`src/rtl/xmit_frame_gen.sv`:
```
// rtl/xmit_frame_gen.sv - programmable hi/lo frame source for the transmit path
`timescale 1ns/1ps

module xmit_frame_gen #(
  parameter int DATA_W = 8,
  parameter int LEN_W  = 12,
  parameter int LOOP_W = 16,
  parameter int GAP_W  = 8,
  parameter int WEIGHT = 3
) (
  input  logic                 clk_sys,
  input  logic                 reset,
  input  logic                 start,
  input  logic [1:0]           mode,
  input  logic [LOOP_W-1:0]    num_loops,
  input  logic [LEN_W-1:0]     len_hi,
  input  logic [LEN_W-1:0]     len_lo,
  input  logic [DATA_W-1:0]    seed_hi,
  input  logic [DATA_W-1:0]    seed_lo,
  input  logic [GAP_W-1:0]     gap,
  input  logic                 pause,
  output logic [DATA_W-1:0]    f_data_in,
  output logic [2*LEN_W-1:0]   f_ctrl_in,
  output logic                 f_rec_data_valid,
  output logic                 f_rec_frame_valid,
  output logic                 f_hi_priority,
  output logic                 busy,
  output logic                 done
);

  typedef enum logic [2:0] {S_IDLE, S_FRAME, S_GAP, S_HOLD, S_DONE} state_t;

  state_t              r_state;
  logic [1:0]          r_mode;
  logic [LOOP_W-1:0]   r_num_loops;
  logic [LEN_W-1:0]    r_len_hi;
  logic [LEN_W-1:0]    r_len_lo;
  logic [GAP_W-1:0]    r_gap;
  logic [DATA_W-1:0]   r_seed_hi;
  logic [DATA_W-1:0]   r_seed_lo;
  logic [LOOP_W-1:0]   r_loop_cnt;
  logic [8:0]          r_pos;
  logic [LEN_W-1:0]    r_cnt;
  logic [GAP_W-1:0]    r_gap_cnt;
  logic [DATA_W-1:0]   r_data;
  logic [2*LEN_W-1:0]  r_ctrl;
  logic                r_dv;
  logic                r_fv;
  logic                r_hi;
  logic                r_busy;
  logic                r_done;

  logic [8:0]          w_loop_frames;
  logic                w_frame_end;
  logic                w_loop_end;
  logic                w_run_over;
  logic [8:0]          w_pos_nx;
  logic [DATA_W-1:0]   w_seed_hi_nx;
  logic [DATA_W-1:0]   w_seed_lo_nx;
  logic [LOOP_W-1:0]   w_loop_cnt_nx;
  logic                w_nx_hi;
  logic [LEN_W-1:0]    w_nx_len_raw;
  logic [LEN_W-1:0]    w_nx_len;
  logic                w_launch;

  // Channel of the frame at position p within one loop of the schedule
  function automatic logic chan_hi(input logic [1:0] m, input logic [8:0] p);
    case (m)
      2'd0:    chan_hi = (p == 9'd0);
      2'd1:    chan_hi = 1'b1;
      2'd2:    chan_hi = 1'b0;
      default: chan_hi = (p < 9'(WEIGHT));
    endcase
  endfunction

  // Frames per loop, and the schedule/seed state as it will be after the current cycle
  always_comb begin
    w_loop_frames = 9'd1;
    case (r_mode)
      2'd0:    w_loop_frames = 9'd2;
      2'd3:    w_loop_frames = 9'(WEIGHT + 1);
      default: w_loop_frames = 9'd1;
    endcase
    w_frame_end   = (r_state == S_FRAME) && (r_cnt == LEN_W'(1));
    w_loop_end    = w_frame_end && (r_pos == w_loop_frames - 9'd1);
    w_pos_nx      = w_frame_end ? (w_loop_end ? 9'd0 : r_pos + 9'd1) : r_pos;
    w_seed_hi_nx  = (w_frame_end && r_hi)  ? r_seed_hi + DATA_W'(1) : r_seed_hi;
    w_seed_lo_nx  = (w_frame_end && !r_hi) ? r_seed_lo + DATA_W'(1) : r_seed_lo;
    w_loop_cnt_nx = w_loop_end ? r_loop_cnt + LOOP_W'(1) : r_loop_cnt;
    w_run_over    = w_loop_end && (w_loop_cnt_nx == r_num_loops);
    w_nx_hi       = chan_hi(r_mode, w_pos_nx);
    w_nx_len_raw  = w_nx_hi ? r_len_hi : r_len_lo;
    w_nx_len      = (w_nx_len_raw == '0) ? LEN_W'(1) : w_nx_len_raw;
    // A new frame starts on the next edge from any of these situations
    w_launch = ((r_state == S_IDLE) && r_busy && (r_num_loops != '0)) ||
               (w_frame_end && !w_run_over && (r_gap == '0) && !pause) ||
               ((r_state == S_GAP) && (r_gap_cnt == GAP_W'(1)) && !pause) ||
               ((r_state == S_HOLD) && !pause);
  end

  // Run sequencer: state, schedule bookkeeping and registered outputs
  always_ff @(posedge clk_sys or negedge reset) begin
    if (!reset) begin
      r_state     <= S_IDLE;
      r_mode      <= '0;
      r_num_loops <= '0;
      r_len_hi    <= '0;
      r_len_lo    <= '0;
      r_gap       <= '0;
      r_seed_hi   <= '0;
      r_seed_lo   <= '0;
      r_loop_cnt  <= '0;
      r_pos       <= '0;
      r_cnt       <= '0;
      r_gap_cnt   <= '0;
      r_data      <= '0;
      r_ctrl      <= '0;
      r_dv        <= 1'b0;
      r_fv        <= 1'b0;
      r_hi        <= 1'b0;
      r_busy      <= 1'b0;
      r_done      <= 1'b0;
    end else begin
      r_dv       <= 1'b0;
      r_fv       <= 1'b0;
      r_ctrl     <= '0;
      r_data     <= '0;
      r_hi       <= 1'b0;
      r_seed_hi  <= w_seed_hi_nx;
      r_seed_lo  <= w_seed_lo_nx;
      r_pos      <= w_pos_nx;
      r_loop_cnt <= w_loop_cnt_nx;
      case (r_state)
        S_IDLE: begin
          if (r_busy) begin
            if (r_num_loops == '0) begin
              r_state <= S_DONE;
              r_busy  <= 1'b0;
              r_done  <= 1'b1;
            end
          end else if (start) begin
            r_mode      <= mode;
            r_num_loops <= num_loops;
            r_len_hi    <= len_hi;
            r_len_lo    <= len_lo;
            r_gap       <= gap;
            r_seed_hi   <= seed_hi;
            r_seed_lo   <= seed_lo;
            r_pos       <= '0;
            r_loop_cnt  <= '0;
            r_busy      <= 1'b1;
            r_done      <= 1'b0;
          end
        end
        S_FRAME: begin
          if (w_frame_end) begin
            if (w_run_over) begin
              r_state <= S_DONE;
              r_busy  <= 1'b0;
              r_done  <= 1'b1;
            end else if (r_gap != '0) begin
              r_state   <= S_GAP;
              r_gap_cnt <= r_gap;
            end else begin
              r_state <= S_HOLD;
            end
          end else begin
            r_cnt  <= r_cnt - LEN_W'(1);
            r_dv   <= 1'b1;
            r_data <= r_data;
            r_hi   <= r_hi;
          end
        end
        S_GAP: begin
          if (r_gap_cnt == GAP_W'(1)) r_state <= S_HOLD;
          else r_gap_cnt <= r_gap_cnt - GAP_W'(1);
        end
        S_HOLD:  r_state <= S_HOLD;
        S_DONE:  r_state <= S_IDLE;
        default: r_state <= S_IDLE;
      endcase
      if (w_launch) begin
        r_state <= S_FRAME;
        r_cnt   <= w_nx_len;
        r_dv    <= 1'b1;
        r_fv    <= 1'b1;
        r_ctrl  <= {w_nx_len, w_nx_len};
        r_data  <= w_nx_hi ? w_seed_hi_nx : w_seed_lo_nx;
        r_hi    <= w_nx_hi;
      end
    end
  end

  assign f_data_in         = r_data;
  assign f_ctrl_in         = r_ctrl;
  assign f_rec_data_valid  = r_dv;
  assign f_rec_frame_valid = r_fv;
  assign f_hi_priority     = r_hi;
  assign busy              = r_busy;
  assign done              = r_done;

endmodule

```
`config.mk`:
```
export PLATFORM = sky130hd
export DESIGN_NAME = xmit_frame_gen
export DESIGN_NICKNAME = d
export VERILOG_FILES = /design/src/rtl/xmit_frame_gen.sv
export SDC_FILE = /design/constraint.sdc
export NUM_CORES = 1
export LEC_CHECK = 0
export CELL_PAD_IN_SITES_DETAIL_PLACEMENT = 0
export CELL_PAD_IN_SITES_GLOBAL_PLACEMENT = 1
export CORE_MARGIN = 10
export CORE_UTILIZATION = 45
export DETAILED_ROUTE_END_ITERATION = 12
export PLACE_DENSITY = 0.87
export SLEW_MARGIN = 20
export SYNTH_ARGS = -nofsm -noshare
export SYNTH_HDL_FRONTEND = slang
export SYNTH_SLANG_ARGS = --single-unit
```
`constraint.sdc`:
```
create_clock -name clk_sys -period 7.2 [get_ports clk_sys]
set_input_delay 1.44 -clock clk_sys [delete_from_list [all_inputs] [get_ports clk_sys]]
set_output_delay 1.44 -clock clk_sys [all_outputs]
set_load 0.05 [all_outputs]
```
* Yosys cells after proc, flatten, opt, wreduce, memory -nomap -nowiden
Cells that the tools add are included.
Widths: inputs -> output; s select.
** Word-level totals
- Bits in writable memories :: 0
- Latch bits :: 0
- Memories kept :: 0
- Bits in read-only memories :: 0
- Output and inout bits :: 37
- Input port bits :: 70
- Flip-flop bits (word level) :: 151
- Logic and storage cells :: 147
** Cells by class
- Div/mod/pow operators :: 0
- Reductions and logical operators :: 36
- $lt $le $gt $ge :: 1
- $mul :: 0
- Equal/unequal tests :: 22
- Muxes and demuxes :: 61
- $add $sub $neg :: 7
- Shift operators :: 0
- Bitwise logic cells :: 1
** Operators with widths (count)
- $mux 8 :: 16
- $mux 16 :: 4
- $mux 12 :: 5
- $mux 9 :: 5
- $mux 24 :: 1
- $mux 1 :: 18
- $mux 3 :: 6
- $add 16x1->16 const B :: 1
- $add 8x1->8 const B :: 2
- $eq 16x16->1 :: 1
- $logic_not 16->1 :: 1
- $pmux 8 s2 :: 1
- $reduce_bool 16->1 :: 1
- $logic_and 1x1->1 :: 13
- $eq 12x1->1 const B :: 1
- $logic_not 12->1 :: 1
- $pmux 3 s4 :: 1
- $sub 12x1->12 const B :: 1
- $reduce_and 5->1 :: 2
- $add 9x1->9 const B :: 1
- $eq 9x9->1 :: 1
- $logic_not 9->1 :: 1
- $lt 9x2->1 const B :: 1
- $ne 3x2->1 const B :: 3
- other kinds (24) :: 40

* Depth between registers and ports, before layout
Gate-level depths: netlist of the first run.
- Word-level depth :: 17
- Mapped depth :: 14

* Worst setup path before layout of the first run
OpenSTA, ideal clock, no wires.
- Path kind :: flip-flop to flip-flop
- Start :: register r_cnt[1]
- End :: register r_cnt[10]
- Library setup time :: 0.079 ns
- Path buffers :: 3
- Clock period less this slack :: 3.163 ns
- Arrival :: 3.083 ns
- Stages on the path, launching flop included :: 15
- Setup slack :: 4.037 ns
- Path through :: dfrtp_1 inv_1 ha_1 nor3b_1 nand4_2 buf_2 nor4_1 xnor2_1 o221ai_1 nor3_1 nand3_1 a31oi_1 buf_4 buf_6 mux2i_1
** On the way
- Cells in the longest elaborated chain, start to end :: 15
** RTL lines
- from (decl) :: RTL line 43 : logic [LEN_W-1:0] r_cnt;
- from (signal assigned) :: RTL line 168 : r_cnt <= r_cnt - LEN_W'(1);
- from (signal assigned) :: RTL line 184 : r_cnt <= w_nx_len;
- branches (longest 15 deep; another with $lt 9x2->1)
Several ways; the timed one is not identified. The select of a mux whose other input is x is not followed.
A chain may end at the register's enable or synchronous reset.

* Worst setup path after layout of the first run
- Start :: register r_mode[0]
- End :: register r_gap_cnt[6]
** On the way
- Cells in the longest elaborated chain, start to end :: 10
** RTL lines
- from (decl) :: RTL line 34 : logic [1:0] r_mode;
- from (signal assigned) :: RTL line 142 : r_mode <= mode;
- $eq 2x2->1 / $logic_not 2->1 (equally long branches) :: RTL line 79 : case (r_mode)
- $pmux 3 s2 * :: RTL line 79
- $sub 9x1->9 * :: RTL line 85 : w_loop_end = w_frame_end && (r_pos == w_loop_frames - 9'd1);
- $eq 9x9->1 * :: RTL line 85
- $logic_and 1x1->1 * :: RTL line 85
- $mux 16 :: RTL line 89 : w_loop_cnt_nx = w_loop_end ? r_loop_cnt + LOOP_W'(1) : r_loop_cnt;
- $eq 16x16->1 :: RTL line 90 : w_run_over = w_loop_end && (w_loop_cnt_nx == r_num_loops);
- $logic_and 1x1->1 * :: RTL line 90
- $ne 2x2->1 (no source line) *
- $reduce_and 5->1 (no source line) *
- to (signal assigned) :: RTL line 163 : r_gap_cnt <= r_gap;
- to (signal assigned) :: RTL line 176 : else r_gap_cnt <= r_gap_cnt - GAP_W'(1);
- to (decl) :: RTL line 44 : logic [GAP_W-1:0] r_gap_cnt;
Every way passes the cells marked *; elsewhere a longest branch is shown, timed or not.

==> flow_summary_export.csv, run 1 <==
group,metric,value,unit
outcome,status,"finished clean",
sta,holdWs,0.4734,ns
grt,grt_pass1_vias,6153,
sta,rsz0062_at_grt,"false",
sta,period_share,56.20,%
clock_tree,htreeDepth,4,
synthesis,netlist-cell-type-count,61,
synthesis,synth-main-ff-cell,"dfrtp_1",
critical_path,start_kind,"register",
power_and_ir_drop,p_total,2.534,mW
clock_tree,root_buffer,"clkbuf_16",
sta,worst_pin_slew,1.038,ns
critical_path,cpPeakStageDelay,0.69,ns
floorplanning,start_util,45.89,%
synthesis,synth_top_family_by_area,"simple AND/OR/NAND/NOR gates",
placed_design,dp_hpwl,13290,µm
critical_path,crit_arrival,4.36,ns
floorplanning,die_area,22510,µm²
synthesis,synth_top_area_share,45.71,%
synthesis,synthTopCellsByArea,"dfrtp_1 (46%), nand2_1 (9.5%), xnor2_1 (5.1%)",
route,drt_iter0_drc,353,
grt,grt-ovfl-total,0,
clock_tree,cts.sinks,139,
critical_path,worst_path_max_delay_cell,"nor4_1",
run,cap_viol_max_count,0,
sta,final.setup.tns,0,ns
sta,slew_violations,0,
finish,n_antenna_cell,0,
clock_tree,clockBufferDepth,2,
route,drtAntennaViolNets,0,
floorplanning,chipHeight,150.0,µm
synthesis,synthesis.area,7610,µm²
min_path,hold_path.class,"register to register",
grt,antenna_found_initial,0,
route,wl_per_cell,16.08,µm
synthesis,postSynth.asyncResetShare,100.0,%
synthesis,yosysWarningCount,0,
sta,period_needed,4.046,ns
route,routed_wl,18550,µm
critical_path,worst-path-max-fanout,13,
critical_path,crit_required,7.52,ns
sta,finClkSkew,0.008356,ns
clock_tree,clkTransAtPathRegs,0.06,ns
critical_path,endpoint_kind,"register",
finish,syn2layout_area_growth,23.31,%
route,drc,0,
power_and_ir_drop,p_leak,4.222,nW
grt,grt_usage,16.95,%
clock_tree,postCtsSetupBuffers,0,
power_and_ir_drop,power_density,270.0,nW/µm²
clock_tree,numCtsBuffers,17,
placed_design,io_buffers,106,
critical_path,path_class,"register to register",
synthesis,synth-edff-count,0,
route,vias,6164,
synthesis,synthAdderAreaFrac,1.809,%
synthesis,synth_seq_cells,139,
finish,final_nets,1002,
floorplanning,rows,47,
sta,setup_violations,0,
finish,multi_input_area,3811,µm²
critical_path,cp_cell_sequence,"inv_1, ha_1, xor2_1, nand4_1, nor4_1, xnor2_1, o221ai_1, nor3_1, nand3_1, and2_1, a22o_1",
floorplanning,io_pins,107,
placed_design,place_congestion,0.9166,
synthesis,synth_mux_area_share,4.883,%
synthesis,synth_fp_nets,923,
clock_tree,cts_tree,"done",
clock_tree,clk_latency,0.43,ns
route,vias_per_cell,5.341,
sta,relSlewSlack,30.56,%
finish,utilization,56.59,%
finish,n_fill_cell,1521,
synthesis,ys_seq_area_share,45.71,%
sta,max_freq,247.1,MHz
floorplanning,design.core.area,16580,µm²
sta,hold_viol,0,
grt,grt_max_degree,78,
grt,grt_pass1_wl,30990,µm
finish,drive_gt1_share,7.495,%
synthesis,synth-xor-area-share,7.596,%
synthesis,yosysTopAreaCell,"dfrtp_1",
clock_tree,cts_hold_buf,0,
clock_tree,cts_resized,0,
finish,regArea,3478,µm²
synthesis,synth-compound-area-share,8.698,%
synthesis,syn_inst,842,
synthesis,syn-mean-instance-area,9.038,µm²
power_and_ir_drop,ir_drop,0.2241,mV
synthesis,synth_simple_gate_area_share,26.88,%
route,drt_first_pass_iters,4,
floorplanning,die_x,150.0,µm
-- routing by layer --
metal	global-route usage, %	wire length [µm]	vias up
met1	23.49	8809	2943
met5	0	0	-
met3	3.804	956	20
met2	25.60	8520	157
li1	-	-	3044
met4	5.637	265	0
-- worst max-delay path: cells and delay by family (launching register included) --
family	cells	cell delay [ns]
AOI/OAI and AO/OA	2	0.44
adders and majority gates	1	0.30
DFF	1	0.38
and+or+nand+nor	5	2.39
buffers and inverters	1	0.07
xor gates and xnor gates	2	0.35
-- cells by family (layout without fill, tap and decap cells) --
family / count (synthesis) / after routing
muxes: 34 / 34
buffers and inverters: 66 / 158
and+or+nand+nor: 421 / 421
DFF: 139 / 139
adders and majority gates: 11 / 11
AOI/OAI and AO/OA: 105 / 105
xor gates and xnor gates: 66 / 66
-- stage by stage --
| step | area (µm²) | instances | setup WS [ns] |
|---|---|---|---|
| final | 9384 | 1154 | 3.154 |
| after global routing | 9384 | 1154 | 2.885 |
| after CTS | 9356 | 1153 | 3.208 |
| after detailed placement | 8721 | 1121 | 3.226 |
| after global placement | 8721 | 1121 | 3.307 |
| after floorplan | 7610 | 842 | 4.037 |
-- path summary, 6_finish.rpt --
check | startpoint | slack, ns | cells after the start | endpoint
max | r_mode[0] | 3.15 | 11 | r_gap_cnt[6]
min | f_data_in[6] | 0.47 | 2 | f_data_in[6]
max reg2reg | r_mode[0] | 3.15 | 11 | r_gap_cnt[6]
min reg2reg | f_data_in[6] | 0.47 | 2 | f_data_in[6]
max in group asynchronous | reset | 5.18 | 3 | r_seed_hi[3]
min in group asynchronous | reset | 0.97 | 1 | r_num_loops[15]
-- layout by cell type (no fill, tap or decap), types with 4 or more instances in the layout --
master and count:
a21oi_1 31, a31oi_1 9, and2_1 6, and3_1 5, and4_1 8, buf_4 6
bufinv_16 4, clkbuf_16 17, clkdlybuf4s50_1 105, clkinvlp_4 4, dfrtp_1 139, ha_1 11
inv_1 13, inv_6 5, mux2_4 6, mux2i_1 27, nand2_1 192, nand2b_1 15
nand3_1 24, nand4_1 19, nor2_1 75, nor3_1 21, nor3b_1 5, nor4_1 17
nor4_2 6, o21ai_0 24, o21ai_1 6, o21ai_2 6, o221ai_1 4, or3_1 6
or4_1 4, xnor2_1 44, xor2_1 22
-- power by group --
group	internal [mW]	switching, mW	total, mW	leakage [nW]
sequential	0.871	0.0985	0.970	1.69
clock	0.586	0.360	0.946	0.299
combinational	0.272	0.346	0.618	2.24
total	1.73	0.805	2.53	4.22
-- registers in the layout (all words and copies together), names as in the netlist --
signal,flops
busy,1
done,1
f_ctrl_in,12
f_data_in,8
f_hi_priority,1
f_rec_data_valid,1
f_rec_frame_valid,1
r_cnt,12
r_gap,8
r_gap_cnt,8
r_len_hi,12
r_len_lo,12
r_loop_cnt,16
r_mode,2
r_num_loops,16
r_pos,9
r_seed_hi,8
r_seed_lo,8
r_state,3
-- Yosys cell counts (6+ instances only) --
cell and instances:
nor2_1 75, nor3_1 21, dfrtp_1 139, a31oi_1 10, inv_1 13, o21ai_2 6, xor2_1 22, xnor2_1 44
nand4_1 19, o21ai_1 6, a21oi_1 31, clkbuf_1 24, nand2_1 192, or3_1 6, nand3_1 24, mux2_4 6
ha_1 11, and2_1 6, o21ai_0 24, buf_4 14, nor4_2 6, nand2b_1 15, and4_1 8, nor4_1 17
buf_2 11, mux2i_1 27
-- area by class of cell --
cell class	count	area share [%]
clock buffers	17	4.533
clock inverters	15	2.240
inverters	13	0.5200
multi-input cells	637	40.61
flip-flops and latches	139	37.07
well taps	220	2.933
repair buffers	113	12.09
Note: power is estimated with default switching activity, not from simulation.
==> run 2: changes to the inputs <==
Settings changed: CORE_UTILIZATION 45 to 42, PLACE_DENSITY 0.87 to 0.82.
Clock period 7.2 ns to 4.1 ns, I/O delays scaled along.
==> run 2 against run 1 <==
Effect of this change:
- via count fell by 0.28%
- sequential share of layout area is essentially flat
- maximum frequency is 11% higher
- wire length up 3.1%
- critical path type unchanged
- critical endpoint is now r_cnt[5]
- largest cell class unchanged
- highest routed layer unchanged
==> flow_summary_export.csv, run 2 (synthesis results as in run 1) <==
group,metric,value,unit
critical_path,reg2reg_to,"r_cnt[5]",
sta,setup_violations,0,
finish,multi_input_area,3811,µm²
sta,rsz0062_at_grt,"false",
power_and_ir_drop,share_comb_of_total_power,26.1,%
route,vias_per_cell,5.258,
critical_path,start_kind,"register",
grt,grt_pass1_vias,6140,
floorplanning,die_area,23900,µm²
finish,layout_common_cells,"nand2_1 (192), dfrtp_1 (139), clkdlybuf4s50_1 (105)",
placed_design,io_buffers,106,
critical_path,worst-path-max-fanout,37,
clock_tree,cts.sinks,139,
route,drt_first_pass_iters,4,
floorplanning,start_util,42.51,%
floorplanning,chipHeight,154.6,µm
sta,slew_violations,0,
clock_tree,htreeDepth,4,
critical_path,endpoint_kind,"register",
route,drtAntennaViolNets,0,
finish,regArea,3478,µm²
floorplanning,io_pins,107,
clock_tree,clockBufferDepth,2,
finish,n_antenna_cell,0,
power_and_ir_drop,ir_drop,0.3113,mV
finish,syn2layout_area_growth,23.27,%
route,drt_iter0_drc,292,
sta,max_freq,274.4,MHz
power_and_ir_drop,p_sw,1.436,mW
clock_tree,cts_resized,0,
critical_path,crit_required,4.44,ns
min_path,hold_path.class,"input pin to asynchronous set/reset pin",
clock_tree,postCtsSetupBuffers,0,
sta,final.setup.tns,0,ns
clock_tree,clkTransAtPathRegs,0.06,ns
critical_path,crit_arrival,3.99,ns
grt,grt_pass1_wl,31960,µm
finish,final_nets,1008,
route,vias,6147,
floorplanning,die_x,154.6,µm
run,cap_viol_max_count,0,
floorplanning,design.core.area,17900,µm²
outcome,status,"finished clean",
route,routed_wl,19130,µm
sta,period_share,88.88,%
clock_tree,clk_latency,0.43,ns
placed_design,placed_cells,1137,
sta,finClkSkew,0.009422,ns
critical_path,reg2regPathDepth,12,
placed_design,dp_hpwl,13830,µm
power_and_ir_drop,swShare,33.57,%
finish,stdcell_count,1169,
grt,antenna_found_initial,0,
power_and_ir_drop,power_density,456.1,nW/µm²
grt,grt-ovfl-total,0,
finish,n_fill_cell,1681,
sta,hold_viol,0,
sta,period_needed,3.644,ns
power_and_ir_drop,p_leak,4.230,nW
finish,drive_gt1_share,7.979,%
finish,mostFrequentLayoutCell,"nand2_1",
clock_tree,numCtsBuffers,17,
route,drc,0,
floorplanning,rows,49,
route,wl_per_cell,16.37,µm
clock_tree,cts_hold_buf,0,
critical_path,path_class,"register to register",
critical_path,r2r_setup_slack,0.46,ns
grt,grt_usage,16.07,%
grt,grt_max_degree,76,
power_and_ir_drop,p_seq_share,39.9,%
power_and_ir_drop,p_total,4.278,mW
clock_tree,root_buffer,"clkbuf_16",
power_and_ir_drop,p_clk_share,33.9,%
power_and_ir_drop,internal_power,2.842,mW
sta,worst_pin_slew,0.6973,ns
placed_design,place_congestion,0.8794,
critical_path,reg2reg_from,"r_cnt[1]",
sta,relSlewSlack,53.51,%
finish,reg_top3,"r_loop_cnt (16), r_num_loops (16)",
clock_tree,cts_tree,"done",
==> run 2: changes by cell type in the layout (fill, tap and decap cells not counted) <==
cell / change
buf_12: +3
buf_16: -1
clkbuf_1: +1
clkbuf_8: +2
buf_4: +4
bufinv_16: -4
inv_6: +1
clkinv_4: +2
clkinvlp_4: -2
==> run 2: worst max-delay path by stage <==
stage,startpoint,to,slack [ns],depth (start not counted)
after floorplan,r_cnt[1],r_cnt[9],0.94,14
after global placement,r_cnt[1],r_cnt[0],0.53,12
after detailed placement,r_cnt[1],r_cnt[4],0.46,12
after CTS,r_cnt[1],r_cnt[4],0.45,12
after global routing,r_cnt[1],r_cnt[5],0.07,12
final,r_cnt[1],r_cnt[5],0.46,12
==> run 2: routing by layer <==
layer  up-vias  wire (µm)  global-route usage [%]  share of wire (%)
met5         -          0                       0                  0
met4         0        247                   4.858                1.3
met3        22        689                   3.605                3.6
met2       112       8863                   25.43                 46
met1      2958       9332                   21.40                 49
li1       3055          -                       -                  -
==> run 2: through the flow <==
stage          setup WS [ns]  hold slack (ns)  util, %  area [µm²]
2_1_floorplan         0.9375           0.4462        -        7610
6_report              0.4559           0.4048    52.40        9380
5_1_grt              0.06634           0.4671    52.40        9380
4_1_cts               0.4464           0.4491    52.40        9380
3_3_place_gp          0.5306           0.4633    49.28        8822
3_5_place_dp          0.4606           0.4690    49.28        8822
==> run 2: worst max-delay path, cell delays in order (launching register included) <==
cell	delay (ns)
dfrtp_1	0.39
inv_1	0.10
ha_1	0.16
nor3b_1	0.34
nand4_2	0.48
nor4_1	0.62
xnor2_1	0.17
o221ai_1	0.17
nor3_1	0.26
nand3_1	0.17
a31oi_4	0.21
buf_12	0.24
mux2i_1	0.24
==> run 2: power by group through the flow <==
stage	combinational, mW	clock, mW	sequential, mW
after global placement	1.11	0	1.73
after global routing	1.23	1.54	1.73
after CTS	1.13	1.47	1.71
final	1.12	1.45	1.71
after floorplan	0.655	0	1.85
after detailed placement	1.12	0	1.73
==> run 2: area by class of cell <==
class / count / share of cell area, %
Clock inverter: 12 / 1.080
Sequential cell: 139 / 37.08
Clock buffer: 20 / 4.869
Inverter: 13 / 0.5202
Tap cell: 229 / 3.055
Timing Repair Buffer: 119 / 12.77
Multi-Input combinational cell: 637 / 40.63
==> run 3: changes to the inputs <==
Settings changed: CORE_ASPECT_RATIO from default to 2.
==> run 3 against run 2 <==
Effect of this change:
- core utilization rose by 0.51 points
- critical path type unchanged
- critical path depth unchanged
- global-route usage rose by 1.8 points
- setup slack lost 0.085 ns
- clock skew grew 0.0040 ns
- critical endpoint is now r_cnt[8]
- sequential share of layout area shrank 0.11 points
- power is 1.1% higher
==> flow_summary_export.csv, run 3 (synthesis results as in run 1) <==
group,metric,value,unit
power_and_ir_drop,swShare,33.63,%
critical_path,cp-startpoint,"r_cnt[1]",
critical_path,reg2reg_from,"r_cnt[1]",
floorplanning,rows,69,
finish,drive_gt1_share,8.466,%
critical_path,reg2regPathDepth,12,
critical_path,crit_required,4.44,ns
outcome,status,"finished clean",
power_and_ir_drop,p_leak,4.260,nW
finish,mostFrequentLayoutCell,"nand2_1",
critical_path,endpoint_kind,"register",
sta,rsz0062_at_grt,"false",
placed_design,io_buffers,106,
sta,worst_pin_slew,0.7947,ns
finish,syn2layout_area_growth,23.64,%
grt,grt_max_degree,99,
clock_tree,root_buffer,"clkbuf_16",
route,drc,0,
clock_tree,cts_hold_buf,0,
floorplanning,chipHeight,210.4,µm
route,routed_wl,21460,µm
placed_design,dp_hpwl,16270,µm
route,vias,6331,
finish,n_fill_cell,1692,
clock_tree,numCtsBuffers,17,
sta,relSlewSlack,46.67,%
finish,regArea,3478,µm²
grt,antenna_found_initial,0,
critical_path,path_class,"register to register",
finish,multi_input_area,3811,µm²
route,drtAntennaViolNets,0,
floorplanning,die_x,115.2,µm
route,drt_iter0_drc,256,
sta,period_needed,3.729,ns
grt,grt_pass1_wl,34350,µm
sta,hold_viol,0,
route,wl_per_cell,18.53,µm
grt,grt-ovfl-total,0,
clock_tree,postCtsSetupBuffers,0,
power_and_ir_drop,p_seq_share,39.7,%
run,cap_viol_max_count,0,
critical_path,r2r_setup_slack,0.37,ns
power_and_ir_drop,ir_drop,0.2584,mV
power_and_ir_drop,p_clk_share,34.5,%
finish,layout_common_cells,"nand2_1 (192), dfrtp_1 (139), clkdlybuf4s50_1 (105)",
floorplanning,io_pins,107,
route,drt_first_pass_iters,4,
clock_tree,cts_tree,"done",
min_path,hold_path.class,"input pin to asynchronous set/reset pin",
power_and_ir_drop,p_total,4.327,mW
power_and_ir_drop,share_comb_of_total_power,25.7,%
finish,final_nets,1013,
clock_tree,cts_resized,0,
finish,n_antenna_cell,0,
grt,grt_usage,17.89,%
sta,period_share,90.95,%
sta,finClkSkew,0.01339,ns
power_and_ir_drop,p_sw,1.455,mW
clock_tree,clkTransAtPathRegs,0.06,ns
critical_path,start_kind,"register",
clock_tree,clk_latency,0.43,ns
route,vias_per_cell,5.467,
finish,reg_top3,"r_loop_cnt (16), r_num_loops (16)",
critical_path,crit_arrival,4.07,ns
clock_tree,htreeDepth,4,
sta,slew_violations,0,
clock_tree,clockBufferDepth,2,
power_and_ir_drop,internal_power,2.872,mW
power_and_ir_drop,power_density,459.9,nW/µm²
floorplanning,design.core.area,17780,µm²
sta,final.setup.tns,0,ns
floorplanning,start_util,42.79,%
sta,max_freq,268.2,MHz
critical_path,worst-path-max-fanout,35,
placed_design,place_congestion,0.9167,
grt,grt_pass1_vias,6653,
sta,setup_violations,0,
floorplanning,die_area,24230,µm²
clock_tree,cts.sinks,139,
critical_path,reg2reg_to,"r_cnt[8]",
-- run 3: cell types whose count changed in the layout (fill, tap and decap cells not counted), sizes merged --
cell / before / now
buf: 14 / 19
clkinv: 3 / 6
inv: 20 / 18
clkbuf: 20 / 18
bufinv: 0 / 1
-- run 3: power groups by stage --
stage / sequential (mW) / combinational, mW / clock (mW)
after global placement: 1.74 / 1.10 / 0
after global routing: 1.74 / 1.22 / 1.58
after CTS: 1.72 / 1.13 / 1.53
after detailed placement: 1.74 / 1.12 / 0
after floorplan: 1.85 / 0.655 / 0
final: 1.72 / 1.11 / 1.49
-- run 3: cell type report --
cell class,instances,area share [%]
clock buffers,18,4.561
clock inverters,14,1.489
inverters,13,0.5186
multi-input cells,637,40.51
flip-flops and latches,139,36.97
well taps,213,2.832
repair buffers,124,13.12
-- run 3: worst max-delay path, stage by stage, from the launching register on --
cell and delay [ns]:
dfrtp_1 0.39, inv_1 0.09, ha_1 0.16, nor3b_1 0.36, nand4_2 0.47, nor4_1 0.61, xnor2_1 0.17, o221ai_1 0.15
nor3_1 0.31, nand3_1 0.19, a31oi_4 0.25, buf_12 0.24, mux2i_1 0.23
-- run 3: worst max path at each step --
| stage | endpoint | slack, ns | cells after the start |
|---|---|---|---|
| floorplan | r_cnt[9] | 0.94 | 14 |
| global placement | r_cnt[1] | 0.53 | 12 |
| detailed placement | r_cnt[8] | 0.39 | 12 |
| CTS | r_cnt[8] | 0.37 | 12 |
| global route | r_cnt[8] | 0.006 | 12 |
| finish | r_cnt[8] | 0.37 | 12 |
-- run 3: metrics by stage --
step	utilization (%)	instances	hold slack, ns	area (µm²)	setup WS [ns]
floorplan	-	842	0.4462	7610	0.9375
global placement	49.70	1126	0.4637	8840	0.5304
detailed placement	49.70	1126	0.4719	8840	0.3932
CTS	52.91	1158	0.2998	9409	0.3689
global route	52.91	1158	0.3210	9409	0.005838
finish	52.91	1158	0.2977	9409	0.3711
-- run 3: metal layers --
metal,vias to the layer above,global-route usage [%],routed length (µm)
met4,0,9.005,766
met2,129,34.65,12560
met1,3095,17.05,7444
met3,41,3.043,687
li1,3066,-,-
met5,-,0,0
